===== src/rtl/vga_scanout_pkg.sv =====
// Shared timing defaults, framebuffer geometry and helpers for the VGA scanout block.
package vga_scanout_pkg;

  // 640x480 @ 60 Hz defaults (25 MHz pixel clock)
  localparam int unsigned H_ACTIVE_DEF = 640;
  localparam int unsigned H_FP_DEF     = 16;
  localparam int unsigned H_SYNC_DEF   = 96;
  localparam int unsigned H_BP_DEF     = 48;
  localparam int unsigned V_ACTIVE_DEF = 480;
  localparam int unsigned V_FP_DEF     = 10;
  localparam int unsigned V_SYNC_DEF   = 2;
  localparam int unsigned V_BP_DEF     = 33;

  // Framebuffer geometry: each framebuffer pixel covers a 4x4 screen block
  localparam int unsigned FB_W     = 160;
  localparam int unsigned FB_H     = 120;
  localparam int unsigned FB_DEPTH = FB_W * FB_H;

  localparam int unsigned CNT_W    = 10;
  localparam int unsigned ADDR_W   = 15;
  localparam int unsigned COLOR_W  = 3;
  localparam int unsigned FX_W     = 8;
  localparam int unsigned FY_W     = 7;
  localparam int unsigned PIPE_LAT = 3;

  // Sync/qualifier bundle carried alongside the pixel pipeline
  typedef struct packed {
    logic hs;
    logic vs;
    logic vis;
    logic fs;
  } sync_t;

  localparam sync_t SYNC_IDLE = '{hs: 1'b1, vs: 1'b1, vis: 1'b0, fs: 1'b0};

  // y*160 + x built from shifts: 160 = 128 + 32
  function automatic logic [ADDR_W-1:0] fb_addr(input logic [FY_W-1:0] fy,
                                                input logic [FX_W-1:0] fx);
    return ADDR_W'({fy, 7'd0}) + ADDR_W'({fy, 5'd0}) + ADDR_W'(fx);
  endfunction

  // One colour bit widened to a full-scale 8-bit channel
  function automatic logic [7:0] expand(input logic b);
    return b ? 8'hFF : 8'h00;
  endfunction

endpackage


===== src/rtl/vga_timing.sv =====
// Horizontal/vertical counters and raw (undelayed) sync, visible and frame-start strobes.
module vga_timing
  import vga_scanout_pkg::*;
#(
  parameter int unsigned H_ACTIVE = H_ACTIVE_DEF,
  parameter int unsigned H_FP     = H_FP_DEF,
  parameter int unsigned H_SYNC   = H_SYNC_DEF,
  parameter int unsigned H_BP     = H_BP_DEF,
  parameter int unsigned V_ACTIVE = V_ACTIVE_DEF,
  parameter int unsigned V_FP     = V_FP_DEF,
  parameter int unsigned V_SYNC   = V_SYNC_DEF,
  parameter int unsigned V_BP     = V_BP_DEF
) (
  input  logic            clk,
  input  logic            reset_n,
  output logic [FX_W-1:0] fx_c,
  output logic [FY_W-1:0] fy_c,
  output logic            hs_c,
  output logic            vs_c,
  output logic            visible_c,
  output logic            frame_start_c
);

  localparam logic [CNT_W-1:0] H_MAX    = CNT_W'(H_ACTIVE + H_FP + H_SYNC + H_BP - 1);
  localparam logic [CNT_W-1:0] V_MAX    = CNT_W'(V_ACTIVE + V_FP + V_SYNC + V_BP - 1);
  localparam logic [CNT_W-1:0] H_VIS    = CNT_W'(H_ACTIVE);
  localparam logic [CNT_W-1:0] V_VIS    = CNT_W'(V_ACTIVE);
  localparam logic [CNT_W-1:0] HS_START = CNT_W'(H_ACTIVE + H_FP);
  localparam logic [CNT_W-1:0] HS_END   = CNT_W'(H_ACTIVE + H_FP + H_SYNC);
  localparam logic [CNT_W-1:0] VS_START = CNT_W'(V_ACTIVE + V_FP);
  localparam logic [CNT_W-1:0] VS_END   = CNT_W'(V_ACTIVE + V_FP + V_SYNC);

  logic [CNT_W-1:0] hcount;
  logic [CNT_W-1:0] vcount;

  // Pixel/line counters; vcount only moves on the hcount wrap
  always_ff @(posedge clk or negedge reset_n) begin
    if (!reset_n) begin
      hcount <= '0;
      vcount <= '0;
    end else if (hcount == H_MAX) begin
      hcount <= '0;
      vcount <= (vcount == V_MAX) ? '0 : vcount + CNT_W'(1);
    end else begin
      hcount <= hcount + CNT_W'(1);
    end
  end

  // Stage-0 decodes straight off the counters
  always_comb begin
    visible_c     = (hcount < H_VIS) && (vcount < V_VIS);
    hs_c          = !((hcount >= HS_START) && (hcount < HS_END));
    vs_c          = !((vcount >= VS_START) && (vcount < VS_END));
    frame_start_c = (hcount == '0) && (vcount == '0);
    fx_c          = hcount[9:2];
    fy_c          = vcount[8:2];
  end

endmodule


===== src/rtl/vga_scanout.sv =====
// Framebuffer scanout: address generation, 3-clk sync alignment and colour expansion.
module vga_scanout
  import vga_scanout_pkg::*;
#(
  parameter int unsigned H_ACTIVE = H_ACTIVE_DEF,
  parameter int unsigned H_FP     = H_FP_DEF,
  parameter int unsigned H_SYNC   = H_SYNC_DEF,
  parameter int unsigned H_BP     = H_BP_DEF,
  parameter int unsigned V_ACTIVE = V_ACTIVE_DEF,
  parameter int unsigned V_FP     = V_FP_DEF,
  parameter int unsigned V_SYNC   = V_SYNC_DEF,
  parameter int unsigned V_BP     = V_BP_DEF
) (
  input  logic               clk,
  input  logic               reset_n,
  output logic [ADDR_W-1:0]  mem_addr,
  input  logic [COLOR_W-1:0] mem_rdata,
  output logic [7:0]         vga_r,
  output logic [7:0]         vga_g,
  output logic [7:0]         vga_b,
  output logic               vga_hs,
  output logic               vga_vs,
  output logic               vga_blank_n,
  output logic               frame_start
);

  logic [FX_W-1:0] fx_c;
  logic [FY_W-1:0] fy_c;
  logic            hs_c;
  logic            vs_c;
  logic            visible_c;
  logic            frame_start_c;

  sync_t sync_raw;
  sync_t sync_d1;
  sync_t sync_d2;

  vga_timing #(
    .H_ACTIVE (H_ACTIVE),
    .H_FP     (H_FP),
    .H_SYNC   (H_SYNC),
    .H_BP     (H_BP),
    .V_ACTIVE (V_ACTIVE),
    .V_FP     (V_FP),
    .V_SYNC   (V_SYNC),
    .V_BP     (V_BP)
  ) u_timing (
    .clk           (clk),
    .reset_n       (reset_n),
    .fx_c          (fx_c),
    .fy_c          (fy_c),
    .hs_c          (hs_c),
    .vs_c          (vs_c),
    .visible_c     (visible_c),
    .frame_start_c (frame_start_c)
  );

  assign sync_raw = '{hs: hs_c, vs: vs_c, vis: visible_c, fs: frame_start_c};

  // Stage 1: framebuffer read address, parked at 0 outside the visible area
  always_ff @(posedge clk or negedge reset_n) begin
    if (!reset_n) begin
      mem_addr <= '0;
    end else begin
      mem_addr <= visible_c ? fb_addr(fy_c, fx_c) : '0;
    end
  end

  // Stages 1-2: carry syncs alongside the memory read so they meet the colour data
  always_ff @(posedge clk or negedge reset_n) begin
    if (!reset_n) begin
      sync_d1 <= SYNC_IDLE;
      sync_d2 <= SYNC_IDLE;
    end else begin
      sync_d1 <= sync_raw;
      sync_d2 <= sync_d1;
    end
  end

  // Stage 3: output pins; colour forced black whenever the aligned pixel is blanked
  always_ff @(posedge clk or negedge reset_n) begin
    if (!reset_n) begin
      vga_hs      <= 1'b1;
      vga_vs      <= 1'b1;
      vga_blank_n <= 1'b0;
      frame_start <= 1'b0;
      vga_r       <= 8'h00;
      vga_g       <= 8'h00;
      vga_b       <= 8'h00;
    end else begin
      vga_hs      <= sync_d2.hs;
      vga_vs      <= sync_d2.vs;
      vga_blank_n <= sync_d2.vis;
      frame_start <= sync_d2.fs;
      vga_r       <= sync_d2.vis ? expand(mem_rdata[2]) : 8'h00;
      vga_g       <= sync_d2.vis ? expand(mem_rdata[1]) : 8'h00;
      vga_b       <= sync_d2.vis ? expand(mem_rdata[0]) : 8'h00;
    end
  end

endmodule

===== config.mk =====
export PLATFORM = sky130hd
export DESIGN_NAME = vga_scanout
export DESIGN_NICKNAME = d
export VERILOG_FILES = /design/src/rtl/vga_scanout_pkg.sv /design/src/rtl/vga_timing.sv /design/src/rtl/vga_scanout.sv
export SDC_FILE = /design/constraint.sdc
export NUM_CORES = 1
export LEC_CHECK = 0
export ABC_AREA = 1
export ABC_CLOCK_PERIOD_IN_PS = 1900
export CAP_MARGIN = 20
export CORE_ASPECT_RATIO = 0.6
export CORE_UTILIZATION = 35
export DETAILED_ROUTE_END_ITERATION = 7
export DONT_BUFFER_PORTS = 1
export PLACE_DENSITY = 0.61
export SLEW_MARGIN = 30
export SYNTH_ARGS = -nofsm -noshare
export SYNTH_HDL_FRONTEND = slang
export SYNTH_SLANG_ARGS = --single-unit

===== constraint.sdc =====
create_clock -name clk -period 1.9 [get_ports clk]
set_input_delay 0.38 -clock clk [delete_from_list [all_inputs] [get_ports clk]]
set_output_delay 0.38 -clock clk [all_outputs]
set_load 0.01 [all_outputs]

# After elaboration in Yosys (flattened, before gate mapping)

Cells that the tools add are included.

ROM bits: 0
Memories: 0
Bits in writable memories: 0
Bits in latches: 0
Register bits after elaboration: 71

$mul: 0
Equality and inequality tests: 2
Shift operators: 0
Add/sub/neg operators: 4
Div/mod/pow operators: 0
Bitwise gates (word level): 0
Mux-type cells: 9
Reductions and logical operators: 8
Magnitude comparators: 6

Operators by type and width:

| kind                                                                                 | count |
|---|---|
| 8-bit 2-to-1 mux                                                                     | 6 |
| 10-bit by 1-bit adder with 10-bit output, second input constant                      | 2 |
| 10-bit == test, second input constant                                                | 2 |
| 10-bit zero test                                                                     | 2 |
| 10-bit less-than comparator, second input constant                                   | 2 |
| 10-bit by 9-bit less-than comparator with 1-bit output, second input constant        | 2 |
| 10-bit 2-to-1 mux                                                                    | 2 |
| 14-bit by 12-bit adder with 15-bit output                                            | 1 |
| 15-bit by 8-bit adder with 15-bit output                                             | 1 |
| 15-bit 2-to-1 mux                                                                    | 1 |
| 10-bit greater-or-equal comparator, second input constant                            | 1 |
| 10-bit by 9-bit greater-or-equal comparator with 1-bit output, second input constant | 1 |
| 1-bit logical AND                                                                    | 4 |
| 1-bit zero test                                                                      | 2 |

# Logic depth before layout (Yosys ltp)

Gate-level depths: netlist (run 1).

Depth after elaboration: 3
Mapped depth: 11
Gate-level depth less buffers: 11

# Cells and area by module

Synthesis (run 1) repeated with hierarchy kept, for this count alone.

Cell total of the unflattened synthesis: 328
Area, all modules: 2,822.7 sq um

By module, submodules not included:

| module      | area each (sq um) | seq. area each (sq um) | times used | cells an instance |
|---|---|---|---|---|
| vga_scanout | 1,478.9           | 758.2                  | 1          | 151 |
| vga_timing  | 1,343.8           | 500.5                  | 1          | 177 |

# Worst setup path after synthesis (run 1)

Ideal clock, no wire load.

Path type: register to register
Start: reg u_timing.vcount[2]
End: reg mem_addr[12]
Arrival: 1,820 ps
Slack: -37 ps
Cell stages (with the launch flop): 10
Path through: dfrtp_1 -> inv_1 -> fa_1 -> fa_1 -> inv_1 -> nand4_1 -> nand3_1 -> nand2_1 -> nand2_1 -> nor2_1

Word-level cells in the longest chain between the ends: 3
Elaborated cells between the ends (all ways): 5
Those cells by class: add/sub: 2; order compare: 1; mux: 1; reduce/logical: 1

RTL lines:

| what                                                                                                                | line                                    | text |
|---|---|---|
| from (decl)                                                                                                         | vga_timing.sv:34                        | `logic [CNT_W-1:0] vcount;` |
| from (signal assigned)                                                                                              | vga_timing.sv:43                        | `vcount <= (vcount == V_MAX) ? '0 : vcount + CNT_W'(1);` |
| 14-bit by 12-bit adder with 15-bit output or 10-bit by 9-bit less-than comparator with 1-bit output (tied branches) | vga_scanout_pkg.sv:39, vga_timing.sv:51 |  |
| 15-bit by 8-bit adder with 15-bit output or 1-bit logical AND (tied branches)                                       | vga_scanout_pkg.sv:39, vga_timing.sv:51 |  |
| 15-bit 2-to-1 mux (*)                                                                                               | vga_scanout.sv:65                       | `mem_addr <= visible_c ? fb_addr(fy_c, fx_c) : '0;` |
| to (signal assigned)                                                                                                | vga_scanout.sv:65                       |  |
| to (decl)                                                                                                           | vga_scanout.sv:16                       | `output logic [ADDR_W-1:0] mem_addr,` |

Every way passes the cells marked *; elsewhere a longest branch is shown, timed or not.
A chain may end at the register's enable or synchronous reset.

# Worst setup path in the final report (run 1)

Start: reg u_timing.vcount[4]
End: reg mem_addr[8]

Same word-level chain as after synthesis.

==> reports/results.txt, run 1 <==
status: finished clean
Core ar.: 7267 um^2
CTS tree: yes
leading area contributor after synthesis: dfrtp_1
LEAKAGE: 0.001568 uW
H-Tree Depth: 2
Slew Viols, Final: 0
r2r startpoint: u_timing.vcount[4]
commonest non-fill, non-tap cell in the layout: nand2_1
min cycle time layout: 1.864 ns
layout cells sized above 1: 22.98%
Post-Syn Nets: 325
crit path kind: register to register
I/O Buffers: 0
final period utilization: 98.10%
Area Growth Syn to Fin: 15.93%
hold crit path type: input port to register
worst setup path start: u_timing.vcount[4]
total gr overflow: 0
initial core utilization: 36.21%
clock tree sinks: 50
Iteration-0 DRC Markers: 167
clk buf depth: 2
Final Skew: 0.004407 ns
Post-DRT Antenna Nets: 0
first-pass GRT wire length: 8.507 mm
Cells after Synth: 301
ANT cells: 0
IO Pins: 48
critical path's slowest cell: fa_2
most frequent cells in the layout: 51 x nand2_1, 44 x dfrtp_1, 41 x inv_1, 34 x nor2_1, 21 x buf_4
max-cap violations: 0
fin nets: 332
Pre-antenna DRT Iters: 4
Yosys reg bits: 50
vias in the first global route: 1,738
Worst-Skew Late Latency: 0.29 ns
Yosys top cell area share: 41.84%
residual DRC count: 0
pin count of the biggest net entering global routing: 51
Slew @ Worst Pin: 0.4397 ns
final setup fails: 0
die height: 69.16 um
fmax: 536.5 MHz
Cell variety after synth: 25
post-synthesis sequential area ratio: 47.84%
die outline width: 113.9 um
Via density: 4.637
count of final hold-check violations: 0
P per Cell Area: 713.8 nW/um^2
Final Core Density: 41.98%
mapped cell area: 2631 um^2
crit end category: register
CTS Root Cell: clkbuf_16
R2R Setup Slk: 0.04 ns
RePlAce Congestion: 0.8026
crit path launch type: register
TritonCTS Buffers: 5
Reg clk slew, reported paths: 0.07 ns
Min-Delay Startpoint: mem_rdata[2]
top post-synthesis cells by area: dfrtp_1 42%, ha_1 8.1%, nand2_1 8.0%, inv_1 6.7%, buf_4 6.3%
syn avg cell area: 8.742 um^2
initial antenna violation count: 0
FP Rows: 24
overall routing resource usage: 13.80%
max incr delay on CP: 0.47 ns
RSZ-0062 raised after global routing: true
post-DP HPWL: 3.701 mm
Max rail drop VDD: 0.3387 mV
WL/cell: 12.46 um
worst-path fanout max: 3
Worst EP arrival: 2.06 ns
Slew headroom: 70.66%
pre-CTS setup slack: -0.02890 ns
WL final: 5.144 mm
die area: 7880 um^2
DR vias: 1,915
CP required: 2.10 ns
CP Cell Sequence: inv_2, fa_2, fa_2, inv_2, buf_4, o21ai_0, a21oi_1
setup slack after layout: 0.03618 ns
Syn. warnings: 0
repair_timing:
item	4_1_cts	5_1_grt
setup buffers	4	1
gates resized for setup	6	15
gates cloned	0	0
endpoints found under the setup margin	4	6
hold endpoints to repair	50	0
hold buffers	2	0
pin swaps	10	9
report_power, final:
part | switching, uW | internal (uW) | leakage, uW | total (uW)
clock network | 390 | 662 | 0.0000875 | 1050
registers | 0.887 | 1070 | 0.000631 | 1070
logic | 43.9 | 12.6 | 0.000850 | 56.6
total | 435 | 1740 | 0.00157 | 2180
cell usage after synthesis (all sizes together):
cell   instances
a21oi          9
a31o           1
a31oi          2
buf           23
dfrtp         44
dfstp          6
fa             2
ha            17
inv           51
nand2         56
nand3         16
nand4         10
nor2          39
nor3           5
nor4           1
o21ai         12
xor2           7
worst max-delay path: cells and delay by family, from the launching register on:
kind / cells / cell delay, ns
fa+ha+maj: 2 / 0.87
buf+inv: 3 / 0.26
flops: 1 / 0.40
compound gates: 2 / 0.27
logic make-up (layout without fill, tap and decap cells):
kind of cell | after synthesis | count (layout) | synth area share, %
and+or+nand+nor | 127 | 127 | 21.21
buffers and inverters | 74 | 82 | 14.08
DFF | 50 | 50 | 47.84
AOI/OAI and AO/OA | 24 | 24 | 4.945
adders and majority gates | 19 | 19 | 9.605
xor gates and xnor gates | 7 | 7 | 2.330
final timing paths:
check                                to  cells after the start
setup reg to reg            mem_addr[8]                      7
hold / removal                 vga_r[6]                      2
hold reg to reg              sync_d2[1]                      0
min in group asynchronous  mem_addr[14]                      2
setup / recovery            mem_addr[8]                      7
max in group asynchronous        vga_vs                      2
sequential cells by signal, summed over array words and instances (netlist names), 4 cells and up:
name and count:
mem_addr 15, sync_d1 4, sync_d2 4, u_timing.hcount 10, u_timing.vcount 10
area by class of cell:
| cell class | instances | area, um^2 |
|---|---|---|
| Clock inverter | 2 | 38.79 |
| Clock buffer | 6 | 138.9 |
| Multi-Input combinational cell | 177 | 1095 |
| Inverter | 51 | 193.9 |
| Timing Repair Buffer | 23 | 195.2 |
| Sequential cell | 50 | 1259 |
| Tap cell | 104 | 130.1 |
| Fill cell | 713 | 4217 |
layer usage:
| layer | up-vias | track usage, % | wire [um] |
|---|---|---|---|
| met2 | 53 | 19.19 | 2094 |
| met5 | - | 0 | 0 |
| met1 | 904 | 21.25 | 2701 |
| met4 | 0 | 2.165 | 29 |
| met3 | 8 | 3.958 | 319 |
| li1 | 950 | - | - |
stage by stage:
stage / cells / total power (uW) / hold WS (ns) / TNS, ns / instance area, um^2
floorplan: 301 / 1142 / 0.08441 / 0 / 2634
global placement: 398 / 1117 / 0.08706 / 0 / 2708
detailed placement: 398 / 1117 / 0.08689 / -0.02890 / 2708
CTS: 412 / 2209 / 0.1848 / -0.004558 / 2970
global route: 413 / 2255 / 0.2089 / -0.1788 / 3050
finish: 413 / 2177 / 0.1924 / 0 / 3050
(Power assumes the default switching activity.)
==> run 2, diff against run 1 <==
- CORE_UTILIZATION: 35 -> 25
- PLACE_DENSITY: 0.61 -> 0.5
- REMOVE_ABC_BUFFERS: default -> 1
==> reports/results.txt, run 2 (synthesis results as in run 1) <==
die area: 10,950 um^2 (+39%)
max-cap violations: 0 (unchanged)
crit path launch type: register
r2r startpoint: u_timing.vcount[3]
Hold Path Cell Cnt: 2 (unchanged)
hold crit path type: input port to register
worst-case reg-to-reg path depth: 9 (+2)
Via density: 4.238 (-8.6%)
crit path kind: register to register
Pre-antenna DRT Iters: 4 (unchanged)
die outline width: 134.4 um (+18%)
residual DRC count: 0 (unchanged)
P per Cell Area: 695.7 nW/um^2 (-2.5%)
first-pass GRT wire length: 8.852 mm (+4.1%)
FP Rows: 28 (+17%)
count of final hold-check violations: 0 (unchanged)
Post-DRT Antenna Nets: 0 (unchanged)
total gr overflow: 0 (unchanged)
gr busiest metal: met1
Slew @ Worst Pin: 0.5018 ns (+0.06209 ns)
Final Core Density: 31.06% (-11 points)
overall routing resource usage: 10.50% (-3.3 points)
Min-Delay Startpoint: mem_rdata[1]
fmax: 541.9 MHz (+1.0%)
min cycle time layout: 1.845 ns (-0.01839 ns)
clk buf depth: 2 (unchanged)
pin count of the biggest net entering global routing: 51 (unchanged)
GR Layer Usage met1: 15.43% (-5.8 points)
worst-path fanout max: 3 (unchanged)
filler cell count: 1,053 (+48%)
die height: 81.47 um (+18%)
Regs by FF count: mem_addr x15, u_timing.hcount x10, u_timing.vcount x10
Reg clk slew, reported paths: 0.07 ns (about the same)
grt met2 use: 14.72% (-4.5 points)
pre-CTS setup slack: -0.05850 ns (-0.02960 ns)
Final Skew: 0.003827 ns (-0.0005795 ns)
vias in the first global route: 1,772 (+2.0%)
WL final: 5.383 mm (+4.6%)
clock tree sinks: 50 (unchanged)
RSZ-0062 raised after global routing: true
Core ar.: 10,050 um^2 (+38%)
Slew Viols, Final: 0 (unchanged)
RePlAce Congestion: 0.7871 (-1.9%)
DR vias: 1,886 (-1.5%)
CP required: 2.13 ns (+0.03 ns)
post-DP HPWL: 3.828 mm (+3.4%)
most frequent cells in the layout: 51 x nand2_1, 43 x dfrtp_1, 41 x inv_1, 34 x nor2_1, 21 x buf_4
ANT cells: 0 (unchanged)
Area Growth Syn to Fin: 18.69%
setup slack after layout: 0.05457 ns (+0.01839 ns)
final setup fails: 0 (unchanged)
Slew headroom: 66.47% (-4.2 points)
IO Pins: 48 (unchanged)
r2r endpoint: mem_addr[8]
status: finished clean
hold endpoint: vga_g[6]
met3 usage: 3.333% (-0.62 points)
Max rail drop VDD: 0.3471 mV (+2.5%)
H-Tree Depth: 2 (unchanged)
Worst EP arrival: 2.07 ns (about the same)
initial antenna violation count: 0 (unchanged)
CTS Root Cell: clkbuf_16
Largest register FFs: 15 (unchanged)
layout cells sized above 1: 23.87% (+0.89 points)
Iteration-0 DRC Markers: 75 (-55%)
WL/cell: 12.10 um (-2.9%)
LEAKAGE: 0.001565 uW (-0.23%)
Tot Pwr: 2173 uW (-0.22%)
CTS tree: yes
initial core utilization: 26.17% (-10 points)
I/O Buffers: 0 (unchanged)
final period utilization: 97.13% (-0.97 points)
fin nets: 333 (+0.30%)
TritonCTS Buffers: 5 (unchanged)
crit end category: register
Top reg by flops: mem_addr
Worst-Skew Late Latency: 0.30 ns (about the same)
commonest non-fill, non-tap cell in the layout: nand2_1
R2R Setup Slk: 0.05 ns (+0.02 ns)
Fin Setup TNS: 0 ns (unchanged)
==> run 2: routing by layer <==
layer | share of wire (%) | routed length (um)
met5 | 0 | 0
met1 | 53 | 2875
met3 | 6.6 | 357
met2 | 39 | 2092
met4 | 1.1 | 58
==> run 2: where the power goes <==
group          internal, uW  leakage (uW)  switching [uW]
clock                   629     0.0000844             419
sequential             1070      0.000629           0.797
combinational          12.6      0.000852            44.0
total                  1710       0.00156             464
==> run 2: worst max path at each step <==
stage               depth (start not counted)                from  slack (ns)           end
finish                                      9  u_timing.vcount[3]        0.05   mem_addr[8]
global placement                            9  u_timing.vcount[2]       -0.01  mem_addr[12]
global route                               11  u_timing.vcount[4]       -0.04  mem_addr[13]
floorplan                                   9  u_timing.vcount[2]       -0.04  mem_addr[12]
CTS                                        11  u_timing.hcount[9]       -0.02  mem_addr[13]
detailed placement                          9  u_timing.vcount[2]       -0.06  mem_addr[12]
==> run 2: stage by stage <==
step / cells / cell area [um^2] / hold WS [ns]
global placement: 431 / 2759 / 0.08546
global route: 445 / 3123 / 0.1863
finish: 445 / 3123 / 0.1920
detailed placement: 431 / 2759 / 0.08542
floorplan: 278 / 2455 / 0.08441
CTS: 442 / 2985 / 0.1869
==> run 2: worst max-delay path: stages (launching register included) <==
cell     delay (ns)
dfrtp_2        0.46
ha_4           0.29
ha_4           0.15
inv_4          0.04
fa_2           0.37
inv_2          0.08
buf_4          0.10
buf_4          0.09
o21ai_0        0.06
a21oi_1        0.13
==> run 2: cell type report <==
cell class / count / area [um^2] / share of cell area [%]
clock inverters: 3 / 47.55 / 1.522
clock buffers: 5 / 125.1 / 4.006
inverters: 51 / 196.4 / 6.290
flip-flops and latches: 50 / 1260 / 40.34
repair buffers: 24 / 206.4 / 6.611
well taps: 135 / 168.9 / 5.409
multi-input cells: 177 / 1119 / 35.82
==> run 2: what timing repair did <==
| action | in CTS | in global routing |
|---|---|---|
| buffers inserted | 1 | 3 |
| setup endpoints to repair | 5 | 6 |
| pin swaps | 4 | 9 |
| hold endpoints to repair | 50 | 0 |
| hold buffers | 2 | 0 |
| resized for setup | 5 | 27 |
